### config.mk
export PLATFORM = sky130hd
export DESIGN_NAME = apb_intc_lite
export DESIGN_NICKNAME = d
export VERILOG_FILES = /design/src/rtl/apb_intc_pkg.sv /design/src/rtl/intc_prio_enc.sv /design/src/rtl/apb_intc_lite.sv
export SDC_FILE = /design/constraint.sdc
export NUM_CORES = 1
export LEC_CHECK = 0
export BUFFER_PORTS_ARGS = -buffer_cell sky130_fd_sc_hd__buf_2
export CAP_MARGIN = 5
export CORE_UTILIZATION = 55
export CTS_CLUSTER_SIZE = 28
export DETAILED_ROUTE_END_ITERATION = 8
export PLACE_DENSITY_LB_ADDON = 0.08
export RECOVER_POWER = 50
export SETUP_SLACK_MARGIN = 0.1
export SLEW_MARGIN = 10
export SYNTH_ARGS = -nofsm -noshare
export SYNTH_HDL_FRONTEND = slang
export SYNTH_HIERARCHICAL = 1
export SYNTH_SLANG_ARGS = --single-unit
### constraint.sdc
create_clock -name pclk -period 6.8 [get_ports pclk]
set_clock_uncertainty 0.2 [all_clocks]
set_input_delay 1.36 -clock pclk [delete_from_list [all_inputs] [get_ports pclk]]
set_output_delay 1.36 -clock pclk [all_outputs]
set_load 0.05 [all_outputs]
### src/rtl/apb_intc_pkg.sv
// Shared definitions for the APB interrupt controller (slot 4).
// Register offsets, default sizing and the claim-ID type.
package apb_intc_pkg;

    localparam int NUM_SRC_DEF = 40;
    localparam int ID_W_DEF    = 6;
    localparam int ADDR_W_DEF  = 12;

    typedef logic [ID_W_DEF-1:0] claim_id_t;

    localparam logic [11:0] OFF_PEND_LO = 12'h000;
    localparam logic [11:0] OFF_PEND_HI = 12'h004;
    localparam logic [11:0] OFF_EN_LO   = 12'h008;
    localparam logic [11:0] OFF_EN_HI   = 12'h00C;
    localparam logic [11:0] OFF_EDGE_LO = 12'h010;
    localparam logic [11:0] OFF_EDGE_HI = 12'h014;
    localparam logic [11:0] OFF_CLAIM   = 12'h018;
    localparam logic [11:0] OFF_PCLR    = 12'h01C;
    localparam logic [11:0] OFF_PCLR_HI = 12'h020;

    // CLAIM register value: id+1 of the winning source, 0 when none.
    function automatic logic [31:0] claim_word(
        input logic        valid,
        input logic [31:0] id
    );
        return valid ? (id + 32'd1) : 32'd0;
    endfunction

endpackage

### src/rtl/intc_prio_enc.sv
// Lowest-index-first priority encoder for the interrupt controller.
// Purely combinational; shared by the CLAIM read path and claim-clear.
module intc_prio_enc
    import apb_intc_pkg::*;
#(
    parameter int N    = NUM_SRC_DEF,
    parameter int ID_W = ID_W_DEF
) (
    input  logic [N-1:0]    req_i,
    output logic            valid_o,
    output logic [ID_W-1:0] id_o
);

    // Scan from the top down so the lowest set index is the last writer.
    always_comb begin
        valid_o = 1'b0;
        id_o    = '0;
        for (int i = N - 1; i >= 0; i--) begin
            if (req_i[i]) begin
                valid_o = 1'b1;
                id_o    = ID_W'(i);
            end
        end
    end

endmodule

### src/rtl/apb_intc_lite.sv
// APB-attached interrupt controller: enable, level/edge mode, pending,
// fixed-priority claim and one registered request toward the core.
module apb_intc_lite
    import apb_intc_pkg::*;
#(
    parameter int NUM_SRC = NUM_SRC_DEF,
    parameter int ADDR_W  = ADDR_W_DEF,
    parameter int ID_W    = ID_W_DEF
) (
    input  logic              pclk,
    input  logic              prst,
    input  logic              psel,
    input  logic              penable,
    input  logic              pwrite,
    input  logic [ADDR_W-1:0] paddr,
    input  logic [31:0]       pwdata,
    output logic [31:0]       prdata,
    input  logic [NUM_SRC-1:0] int_src,
    output logic              intc_irq
);

    localparam int HI_W = NUM_SRC - 32;

    // State registers and their next-state values.
    logic [NUM_SRC-1:0] en_q;
    logic [NUM_SRC-1:0] en_d;
    logic [NUM_SRC-1:0] edge_q;
    logic [NUM_SRC-1:0] edge_d;
    logic [NUM_SRC-1:0] ep_q;
    logic [NUM_SRC-1:0] ep_d;
    logic [NUM_SRC-1:0] src_dly_q;
    logic               irq_q;
    logic               irq_d;

    // Bus decode.
    logic              acc;
    logic              rd_acc;
    logic              wr_acc;
    logic [ADDR_W-1:0] addr_w;
    logic              sel_pend_lo;
    logic              sel_pend_hi;
    logic              sel_en_lo;
    logic              sel_en_hi;
    logic              sel_edge_lo;
    logic              sel_edge_hi;
    logic              sel_claim;
    logic              sel_pclr;
    logic              sel_pclr_hi;
    logic              unused_addr;

    // Pending / claim datapath.
    logic [NUM_SRC-1:0] pend;
    logic [NUM_SRC-1:0] act;
    logic [NUM_SRC-1:0] rise;
    logic [NUM_SRC-1:0] pclr_mask;
    logic [NUM_SRC-1:0] claim_mask;
    logic [NUM_SRC-1:0] clr_mask;
    logic               enc_valid;
    logic [ID_W-1:0]    enc_id;
    logic [31:0]        claim_val;
    logic [63:0]        pend64;
    logic [63:0]        en64;
    logic [63:0]        edge64;
    logic [31:0]        rdata;

    assign acc    = psel & penable;
    assign rd_acc = acc & ~pwrite;
    assign wr_acc = acc & pwrite;

    // Byte lanes below the word boundary carry no meaning here.
    assign addr_w      = {paddr[ADDR_W-1:2], 2'b00};
    assign unused_addr = ^paddr[1:0];

    assign sel_pend_lo = (addr_w == ADDR_W'(OFF_PEND_LO));
    assign sel_pend_hi = (addr_w == ADDR_W'(OFF_PEND_HI));
    assign sel_en_lo   = (addr_w == ADDR_W'(OFF_EN_LO));
    assign sel_en_hi   = (addr_w == ADDR_W'(OFF_EN_HI));
    assign sel_edge_lo = (addr_w == ADDR_W'(OFF_EDGE_LO));
    assign sel_edge_hi = (addr_w == ADDR_W'(OFF_EDGE_HI));
    assign sel_claim   = (addr_w == ADDR_W'(OFF_CLAIM));
    assign sel_pclr    = (addr_w == ADDR_W'(OFF_PCLR));
    assign sel_pclr_hi = (addr_w == ADDR_W'(OFF_PCLR_HI));

    // Edge sources report their sticky flop; level sources the live line.
    assign pend = (ep_q & edge_q) | (int_src & ~edge_q);
    assign act  = pend & en_q;
    assign rise = int_src & ~src_dly_q & edge_q;

    intc_prio_enc #(
        .N    (NUM_SRC),
        .ID_W (ID_W)
    ) u_enc (
        .req_i   (act),
        .valid_o (enc_valid),
        .id_o    (enc_id)
    );

    assign claim_val = claim_word(enc_valid, 32'(enc_id));

    // One-hot clear of the source a CLAIM read hands out.
    always_comb begin
        claim_mask = '0;
        if (rd_acc && sel_claim && enc_valid) begin
            claim_mask[enc_id] = 1'b1;
        end
    end

    // Software W1C clears, split across the low and high words.
    always_comb begin
        pclr_mask = '0;
        if (wr_acc && sel_pclr) begin
            pclr_mask[31:0] = pwdata;
        end
        if (wr_acc && sel_pclr_hi) begin
            pclr_mask[NUM_SRC-1:32] = pwdata[HI_W-1:0];
        end
    end

    assign clr_mask = pclr_mask | claim_mask;

    // Edge flops: a new rise beats any clear; level mode forces zero.
    assign ep_d = (rise | (ep_q & ~clr_mask)) & edge_q;

    // Configuration register writes.
    always_comb begin
        en_d   = en_q;
        edge_d = edge_q;
        if (wr_acc) begin
            if (sel_en_lo) begin
                en_d[31:0] = pwdata;
            end
            if (sel_en_hi) begin
                en_d[NUM_SRC-1:32] = pwdata[HI_W-1:0];
            end
            if (sel_edge_lo) begin
                edge_d[31:0] = pwdata;
            end
            if (sel_edge_hi) begin
                edge_d[NUM_SRC-1:32] = pwdata[HI_W-1:0];
            end
        end
    end

    assign irq_d = |act;

    // Register update with synchronous reset.
    always_ff @(posedge pclk) begin
        if (prst) begin
            en_q      <= '0;
            edge_q    <= '0;
            ep_q      <= '0;
            src_dly_q <= '0;
            irq_q     <= 1'b0;
        end else begin
            en_q      <= en_d;
            edge_q    <= edge_d;
            ep_q      <= ep_d;
            src_dly_q <= int_src;
            irq_q     <= irq_d;
        end
    end

    assign pend64 = 64'(pend);
    assign en64   = 64'(en_q);
    assign edge64 = 64'(edge_q);

    // Read mux; write-only and unmapped offsets return zero.
    always_comb begin
        rdata = 32'd0;
        unique case (1'b1)
            sel_pend_lo: rdata = pend64[31:0];
            sel_pend_hi: rdata = pend64[63:32];
            sel_en_lo:   rdata = en64[31:0];
            sel_en_hi:   rdata = en64[63:32];
            sel_edge_lo: rdata = edge64[31:0];
            sel_edge_hi: rdata = edge64[63:32];
            sel_claim:   rdata = claim_val;
            default:     rdata = 32'd0;
        endcase
    end

    assign prdata   = rd_acc ? rdata : 32'd0;
    assign intc_irq = irq_q;

endmodule

## After elaboration in Yosys (flattened, before gate mapping)

Cells that the tools add are included.

| word-level totals | value |
|---|---|
| input bits | 89 |
| output and inout port bits | 33 |
| register bits | 161 |
| logic and storage cells | 134 |

| operators by class | value |
|---|---|
| add/subtract/negate cells | 1 |
| eq/ne operators | 8 |
| bitwise gates (word level) | 17 |
| reductions and logical operators | 11 |
| magnitude comparators | 2 |
| multiplexer cells | 88 |

Operator list:

| operator | count |
|---|---|
| $and 40x40->40 | 7 |
| $mux 6 | 40 |
| $pmux 32 s7 | 1 |
| $not 40->40 | 3 |
| $or 40x40->40 | 3 |
| $mux 32 | 2 |
| $mux 1 | 41 |
| $eq 10x3->1 const B | 4 |
| $mux 40 | 1 |
| $reduce_or 40->1 | 1 |
| $eq 10x2->1 const B | 2 |
| $logic_not 12->1 | 1 |
| $eq 10x1->1 const B | 1 |
| $eq 10x4->1 const B | 1 |
| $mux 8 | 1 |
| $reduce_and 2->1 | 4 |
| $add 6x1->7 const B | 1 |
| $lt 6x7->1 const B | 1 |
| $mux 7 | 1 |
| $demux 1 s6 | 1 |
| $ge 6x1->1 const B | 1 |
| $logic_and 1x1->1 | 5 |
| $and 1x1->1 | 3 |
| $not 1->1 | 1 |

## Depth between registers and ports, before layout

Gate-level depths: netlist (run 1).

| logic depth | value |
|---|---|
| depth in word-level cells | 54 |
| mapped depth | 14 |
| depth with buffers taken out | 13 |

## Modules after synthesis

The synthesis (run 1) kept the hierarchy.

By module, submodules not included:

| module | area an instance (um^2) | cells an instance | instances | seq. area each (um^2) |
|---|---|---|---|---|
| apb_intc_lite | 8329.2 | 1013 | 1 | 3223.1 |
| intc_prio_enc | 495.5 | 87 | 1 | 0.0 |

## Worst setup path after synthesis (run 1)

Ideal clock, no wire load.

| path | value |
|---|---|
| path type | input to output |
| from | in int_src[28] |
| to | out prdata[5] |
| arrival | 4577 ps |
| buffers on the path | 1 |
| stages | 12 |
| data required time | 5240 ps |
| slack | 663 ps |
| path through | mux2_2 and2_1 or3_1 a221oi_1 a211oi_1 o32ai_1 and3_1 clkbuf_1 nand2_1 xnor2_1 a22oi_1 a31oi_1 |

| on the way | value |
|---|---|
| cells in the longest elaborated chain, start to end | 36 |
| elaborated cells between the ends (all ways) | 65 |
| classes of those cells | 1 x add/sub; 61 x mux; 3 x bitwise |

Ends and longest elaborated chain:

| item | line | text |
|---|---|---|
| from (decl) | apb_intc_lite.sv:18 | `input logic [NUM_SRC-1:0] int_src,` |
| $and 40x40->40 | apb_intc_lite.sv:85 | `assign pend = (ep_q & edge_q) \| (int_src & ~edge_q);` |
| $or 40x40->40 | apb_intc_lite.sv:85 |  |
| $and 40x40->40 | apb_intc_lite.sv:86 | `assign act = pend & en_q;` |
| via act[28] | apb_intc_lite.sv:53 | `logic [NUM_SRC-1:0] act;` |
| $mux 6 (29 in a row) | intc_prio_enc.sv:19 | `if (req_i[i]) begin` |
| via enc_id[0] | apb_intc_lite.sv:59 | `logic [ID_W-1:0] enc_id;` |
| $add 6x1->7 | apb_intc_pkg.sv:26 | `return valid ? (id + 32'd1) : 32'd0;` |
| $mux 7 | apb_intc_pkg.sv:26 |  |
| $pmux 32 s7 | apb_intc_lite.sv:170 | `unique case (1'b1)` |
| $mux 32 | apb_intc_lite.sv:182 | `assign prdata = rd_acc ? rdata : 32'd0;` |
| to (decl) | apb_intc_lite.sv:17 | `output logic [31:0] prdata,` |

The timed path passes the listed nets, and every way through them passes these cells.

## Worst setup path in the final report (run 1)

| path | value |
|---|---|
| from | in int_src[38] |
| to | out prdata[4] |

| on the way | value |
|---|---|
| cells in the longest elaborated chain, start to end | 46 |
| elaborated cells between the ends (all ways) | 85 |
| classes of those cells | 1 x add/sub; 81 x mux; 3 x bitwise |

Ends and longest elaborated chain:

| item | line |
|---|---|
| $and 40x40->40 | apb_intc_lite.sv:85 |
| $or 40x40->40 | apb_intc_lite.sv:85 |
| $and 40x40->40 | apb_intc_lite.sv:86 |
| via act[38] | apb_intc_lite.sv:53 |
| $mux 6 (39 in a row) | intc_prio_enc.sv:19 |
| via enc_id[1] | apb_intc_lite.sv:59 |
| $add 6x1->7 | apb_intc_pkg.sv:26 |
| $mux 7 | apb_intc_pkg.sv:26 |
| $pmux 32 s7 | apb_intc_lite.sv:170 |
| $mux 32 | apb_intc_lite.sv:182 |

The timed path passes the listed nets, and every way through them passes these cells.

==> impl_results.md, run 1 <==
* I/O Buffers at 119
* Post-DP Area at 9570 µm²
* Sequential fraction of the synthesis area at 0.365
* Worst-margin pin slew at 3.47 ns
* Worst Path Max Fanout at 9
* Number of flops mapped to enable cells by yosys at 0
* Routed WL at 28600 µm
* Tcrit/Tclk final at 0.946
* Fmax at 155 MHz
* Routed len/inst at 20.3 µm
* Worst EP arrival at 4.87 ns
* CTS resizes at 0
* Syn Area/Cell at 8.02 µm²
* # hold bufs at CTS at 0
* Die width at 129 µm
* H-tree depth at 4
* Pin count of the biggest net entering global routing at 87
* # diodes at 0
* Tmin final at 6.43 ns
* Post-synthesis xor/xnor area fraction at 0.00397
* Post-synthesis mux area share at 0.0763
* Synth top area share at 0.365
* Largest family of logic cells by synthesized area: simple AND/OR/NAND/NOR gates
* Core area at 15400 µm²
* Clock Latency Late Sink at 0.43 ns
* Worst-path clk slew at 0.06 ns
* Setup tns final at 0 ns
* Lkg Pwr at 3.76 nW
* Area fraction in compound gates after synthesis at 0.192
* Worst setup startpoint: int_src[38]
* 1st-pass router iterations at 5
* Hold Violations, Final at 0
* Max Slew Vio Count at 164
* I/O Pins at 122
* Commonest cells after routing, fill and taps aside: 167 x nand2_1, 161 x dfxtp_1, 117 x buf_2
* R2R depth at 11
* R2R setup slack at 1.92 ns
* WP data required at 5.24 ns
* Gr ovfl total at 0
* Worst hold path type: reg -> reg
* Hold Path Depth at 2
* Netlist cell types at 65
* Die height at 129 µm
* Pwr dens at 211 nW/µm²
* WS Path Type: in -> out
* Final setup vio count at 0
* Initial DRC Count at 1040
* Root buffer cell: clkbuf_16
* Leading cell type in the layout, fill and taps excluded: nand2_1
* Synth warn at 6
* GPL Wtd Cong at 0.947
* Reg2reg start: edge_q[26]
* Num CTS Buffers at 17
* Synth Register Bits at 161
* Global-route wire length before repair at 43800 µm
* Synth Instances at 1100
* Setup Fix Bufs, Post-CTS at 0
* Rows at 45
* Number of global-route vias before repair at 8025
* Worst flop-to-flop path endpoint: ep_q[17]
* Simple-gate share of the synthesized area at 0.320
* Startpoint types: input port
* Final nets at 1279
* Area leader, netlist: dfxtp_1
* Ranking of synthesized cells by area: dfxtp_1 37%, nand2_1 7.1%, a21oi_1 6.2%
* Worst hold endpoint: en_q[8]
* Rel. slew slack at -1.31
* Die ar. at 16600 µm²
* Layout area overhead at 15.8%
* Hold_sp: en_q[8]
* Synth Area in Adders at 0.00142
* Design area at 10200 µm²
* Fillers at 1409
* Initial antenna violation count at 0
* Net Count, Synth at 1190
* # DRC at 0
* RSZ-0062 raised after global routing: no
* Via count at 8933
* Run status: complete, but fails checks
* CTS Buffer Depth at 2
* Synthesized area at 8820 µm²
* DRT antenna net count at 0
* Setup crit end kind: output pin
* CTS tree: yes
* Worst vdd ir at 0.181 mV
* Vias/cell at 6.32
* Share of cells above drive strength 1 at 0.191
* Main synth FF type: dfxtp_1
* HPWL Detailed at 18900 µm
* Overall Global Routing Usage at 0.350
* Asr flop ratio synth at 0
* Failing checks: max-capacitance violations, max-slew violations
* Max Cap Viol at 2
* Initial Utilization at 0.572
* CTS Sinks at 161
cells by family after synthesis:
logic type	Yosys count
and+or+nand+nor	532
AOI/OAI and AO/OA	257
DFF	161
buffers and inverters	85
muxes	60
xor gates and xnor gates	4
adders and majority gates	1
stage by stage:
stage                     utilization  std cells  setup slack (ns)  hold WS [ns]  total power, W
after floorplan                     -       1100             0.663         0.242         0.00104
after global placement          0.621       1381             0.543         0.254         0.00109
after detailed placement        0.621       1381             0.505         0.259         0.00110
after CTS                       0.663       1413             0.479         0.266         0.00216
after global routing            0.663       1413             0.136         0.291         0.00220
final                           0.663       1413             0.366         0.270         0.00215
where the power goes:
group          total (W)  internal [W]  switching (W)
Clock            0.00108      0.000673       0.000402
Sequential      0.000958      0.000956     0.00000252
Combinational   0.000120     0.0000472      0.0000729
critical path, cell delays in order:
cell and delay, ns:
buf_2 0.12, nand2b_1 0.05, a21boi_0 0.42, nor2_1 0.10, o311a_1 0.31, o21ai_1 0.19
a41oi_1 0.16, a211oi_1 0.80, ha_1 0.35, nand3_1 0.11, xnor2_1 0.24, a22oi_1 0.11
a31oi_1 0.25, buf_2 0.29
registers in the layout, indices dropped and copies added, names as in the netlist:
signal	flops
src_dly_q	40
edge_q	40
intc_irq	1
en_q	40
ep_q	40
worst max path at each step:
stage | depth (start not counted) | to | slack (ns)
floorplan | 12 | prdata[5] | 0.66
global route | 14 | prdata[2] | 0.14
global placement | 13 | prdata[4] | 0.54
CTS | 13 | prdata[4] | 0.48
detailed placement | 13 | prdata[4] | 0.51
finish | 14 | prdata[4] | 0.37
synth_stat cells (all sizes together) (2+ instances only):
cell type,instances
nand4b,2
nand3b,35
nor4,14
a2bb2oi,2
nand3,39
a21boi,3
a221o,8
a22oi,22
xnor2,3
a211oi,5
clkbuf,47
or2,4
o21ai,17
inv,15
a222oi,25
a31oi,23
buf,23
a311oi,5
a21oi,110
o31ai,4
or4,6
a21o,20
nor3,13
and3,5
mux2,38
nand2,167
nor2b,75
nand2b,5
dfxtp,161
and2,38
mux4,2
o21bai,2
nor3b,5
a31o,2
nor2,65
and4,3
nand4,53
mux2i,20
layer usage:
| metal | track usage | wire (µm) | vias up |
|---|---|---|---|
| met5 | 0 | 0 | - |
| met4 | 0.137 | 932 | 0 |
| met3 | 0.0952 | 3090 | 76 |
| met2 | 0.541 | 12700 | 474 |
| met1 | 0.463 | 11900 | 4185 |
| li1 | - | - | 4198 |
cell type report:
cell class                      count  area, µm²  area share
Inverter                           15       56.3     0.00551
Clock inverter                     12        204      0.0200
Sequential cell                   161       3220       0.315
Clock buffer                       20        457      0.0447
Timing Repair Buffer              140        748      0.0732
Multi-Input combinational cell    854       5270       0.515
Tap cell                          211        264      0.0258
Power figures use the tool's default switching activity.
==> run 2: changes to the inputs <==
- ABC_AREA: unset -> 1
==> run 2 against run 1 <==
  * The flow still finishes with violations (max-capacitance violations, max-slew violations)
  * Critical path depth grew 38
  * Hold slack gained 0.0097 ns
  * Global-route usage shrank 1.2 points
  * Synthesized area grew 4.5%
  * Total power shrank 4.1%
  * Non-clock buffer count shrank 1
  * Design area grew 3.4%
  * Flip-flop and latch count is the same
  * Via count grew 13%
==> impl_results.md, run 2 <==
* Overall Global Routing Usage at 0.338
* Post-DP Area at 9850 µm²
* Leading cell type in the layout, fill and taps excluded: nand2_1
* Final setup vio count at 0
* Die height at 131 µm
* Worst hold endpoint: en_q[36]
* Design area at 10600 µm²
* Synth Register Bits at 161
* Routed len/inst at 16.2 µm
* Final core occ at 0.656
* GPL Wtd Cong at 0.920
* Worst-margin pin slew at 3.95 ns
* Worst Path Max Fanout at 4
* Hold_sp: en_q[36]
* Share of cells above drive strength 1 at 0.141
* Syn Area/Cell at 6.21 µm²
* Lkg Pwr at 5.15 nW
* Family with the most delay on the worst path: simple AND/OR/NAND/NOR gates
* Tmin final at 6.52 ns
* Die width at 131 µm
* RSZ-0062 raised after global routing: yes
* WS Path Type: in -> out
* Global-route wire length before repair at 46500 µm
* Failing checks: max-capacitance violations, max-slew violations
* Hold Path Depth at 2
* Worst-path clk slew at 0.06 ns
* Die ar. at 17300 µm²
* Gr ovfl total at 0
* Root buffer cell: clkbuf_16
* Count leader, synth: nand2_1
* CTS tree: yes
* Net Count, Synth at 1574
* Pwr dens at 195 nW/µm²
* Cell mode on critical path: nand2_1
* Run status: complete, but fails checks
* CP peak stage delay at 0.21 ns
* Reg2reg start: edge_q[38]
* # hold bufs at CTS at 0
* Max Cap Viol at 1
* Sequential fraction of the synthesis area at 0.349
* CP max stage cell: ha_2
* Synthesized area at 9220 µm²
* Synth top area share at 0.349
* Max Slew Vio Count at 82
* Synth Instances at 1484
* Number of global-route vias before repair at 9106
* WP data required at 5.24 ns
* Routed WL at 29200 µm
* Worst flop-to-flop path endpoint: ep_q[6]
* Initial antenna violation count at 0
* Area leader, netlist: dfxtp_1
* Tcrit/Tclk final at 0.959
* Hold Violations, Final at 0
* Initial DRC Count at 1072
* # diodes at 0
* CTS Sinks at 161
* Via count at 10128
* R2R setup slack at 2.21 ns
* Initial Utilization at 0.572
* Setup crit end kind: output pin
* Rows at 46
* Worst EP arrival at 4.96 ns
* Ranking of synthesized cells by area: dfxtp_1 35%, nand2_1 12%, nor2_1 9.5%
* 1st-pass router iterations at 5
* Worst hold path type: reg -> reg
* # DRC at 0
* R2R depth at 51
* Fmax at 153 MHz
* DRT antenna net count at 0
* Vias/cell at 5.62
* Number of flops mapped to enable cells by yosys at 0
* Fillers at 1576
* HPWL Detailed at 19600 µm
* I/O Pins at 122
* Num CTS Buffers at 17
* Layout area overhead at 14.6%
* Commonest cells after routing, fill and taps aside: 294 x nand2_1, 231 x nor2_1, 196 x inv_1
* Netlist cell types at 36
* Synth warn at 6
* Worst Path Buf+Inv at 4
* Worst vdd ir at 0.224 mV
* Main synth FF type: dfxtp_1
* Core area at 16100 µm²
* Pin count of the biggest net entering global routing at 82
* Startpoint types: input port
* Clock Latency Late Sink at 0.44 ns
* Asr flop ratio synth at 0
* Commonest cells in the netlist: 298 x nand2_1, 234 x nor2_1, 202 x inv_1
* Final nets at 1662
* Rel. slew slack at -1.63
* CTS Buffer Depth at 2
* I/O Buffers at 119
* H-tree depth at 4
[run 2: worst reg2reg max path: cells and delay by family, from the launching register on]
kind	cells	cell delay, ns
buffers and inverters	5	0.52
AND/OR/NAND/NOR	43	2.84
flip-flops	1	0.50
AO/OA/AOI/OAI	3	0.25
[run 2: area by class of cell]
| class | count | area (µm²) | area share |
|---|---|---|---|
| Tap cell | 216 | 270 | 0.0256 |
| Multi-Input combinational cell | 1033 | 4810 | 0.455 |
| Clock buffer | 18 | 439 | 0.0415 |
| Inverter | 220 | 898 | 0.0850 |
| Sequential cell | 161 | 3220 | 0.305 |
| Timing Repair Buffer | 139 | 779 | 0.0737 |
| Clock inverter | 14 | 154 | 0.0146 |
[run 2: through the flow]
stage | total power [W] | std cells | setup TNS [ns] | worst slack [ns] | hold WS [ns]
global route | 0.00212 | 1801 | -0.396 | -0.165 | 0.299
floorplan | 0.00104 | 1484 | 0 | 0.342 | 0.238
CTS | 0.00206 | 1795 | 0 | 0.128 | 0.267
finish | 0.00207 | 1801 | 0 | 0.282 | 0.280
detailed placement | 0.00110 | 1763 | 0 | 0.0772 | 0.257
global placement | 0.00110 | 1763 | 0 | 0.158 | 0.250
[run 2: logic make-up after synthesis]
kind of cell / count (synthesis) / share of synthesized area
simple gates: 782 / 0.376
buf+inv: 290 / 0.135
flops: 161 / 0.349
compound gates: 249 / 0.137
fa+ha+maj: 1 / 0.00136
xor+xnor: 1 / 0.000950
[run 2: layer usage]
layer	up-vias	wire length, µm	part of all wire	track usage
li1	4975	-	-	-
met2	483	13100	0.45	0.539
met5	-	0	0	0
met4	0	614	0.021	0.101
met1	4615	12600	0.43	0.455
met3	55	2910	0.10	0.0718
[run 2: worst max path at each step]
stage                     start   endpoint  slack, ns  cells after the start
finish              int_src[39]  prdata[4]       0.28                     52
global route        int_src[39]  prdata[4]      -0.16                     52
CTS                 int_src[39]  prdata[4]       0.13                     52
detailed placement  int_src[39]  prdata[4]       0.08                     52
global placement    int_src[39]  prdata[4]       0.16                     52
floorplan           int_src[37]  prdata[4]       0.34                     50
[run 2: timing repair]
| item | in CTS | in global routing |
|---|---|---|
| setup buffers | 0 | 6 |
| resized for setup | 2 | 42 |
| setup endpoints to repair | 2 | 7 |
| pin swaps | 0 | 7 |
| endpoints found under the hold margin | 0 | 0 |
[run 2: power breakdown]
part / switching (W) / internal, W
clock network: 0.000423 / 0.000555
registers: 0.00000343 / 0.000955
logic: 0.0000884 / 0.0000417
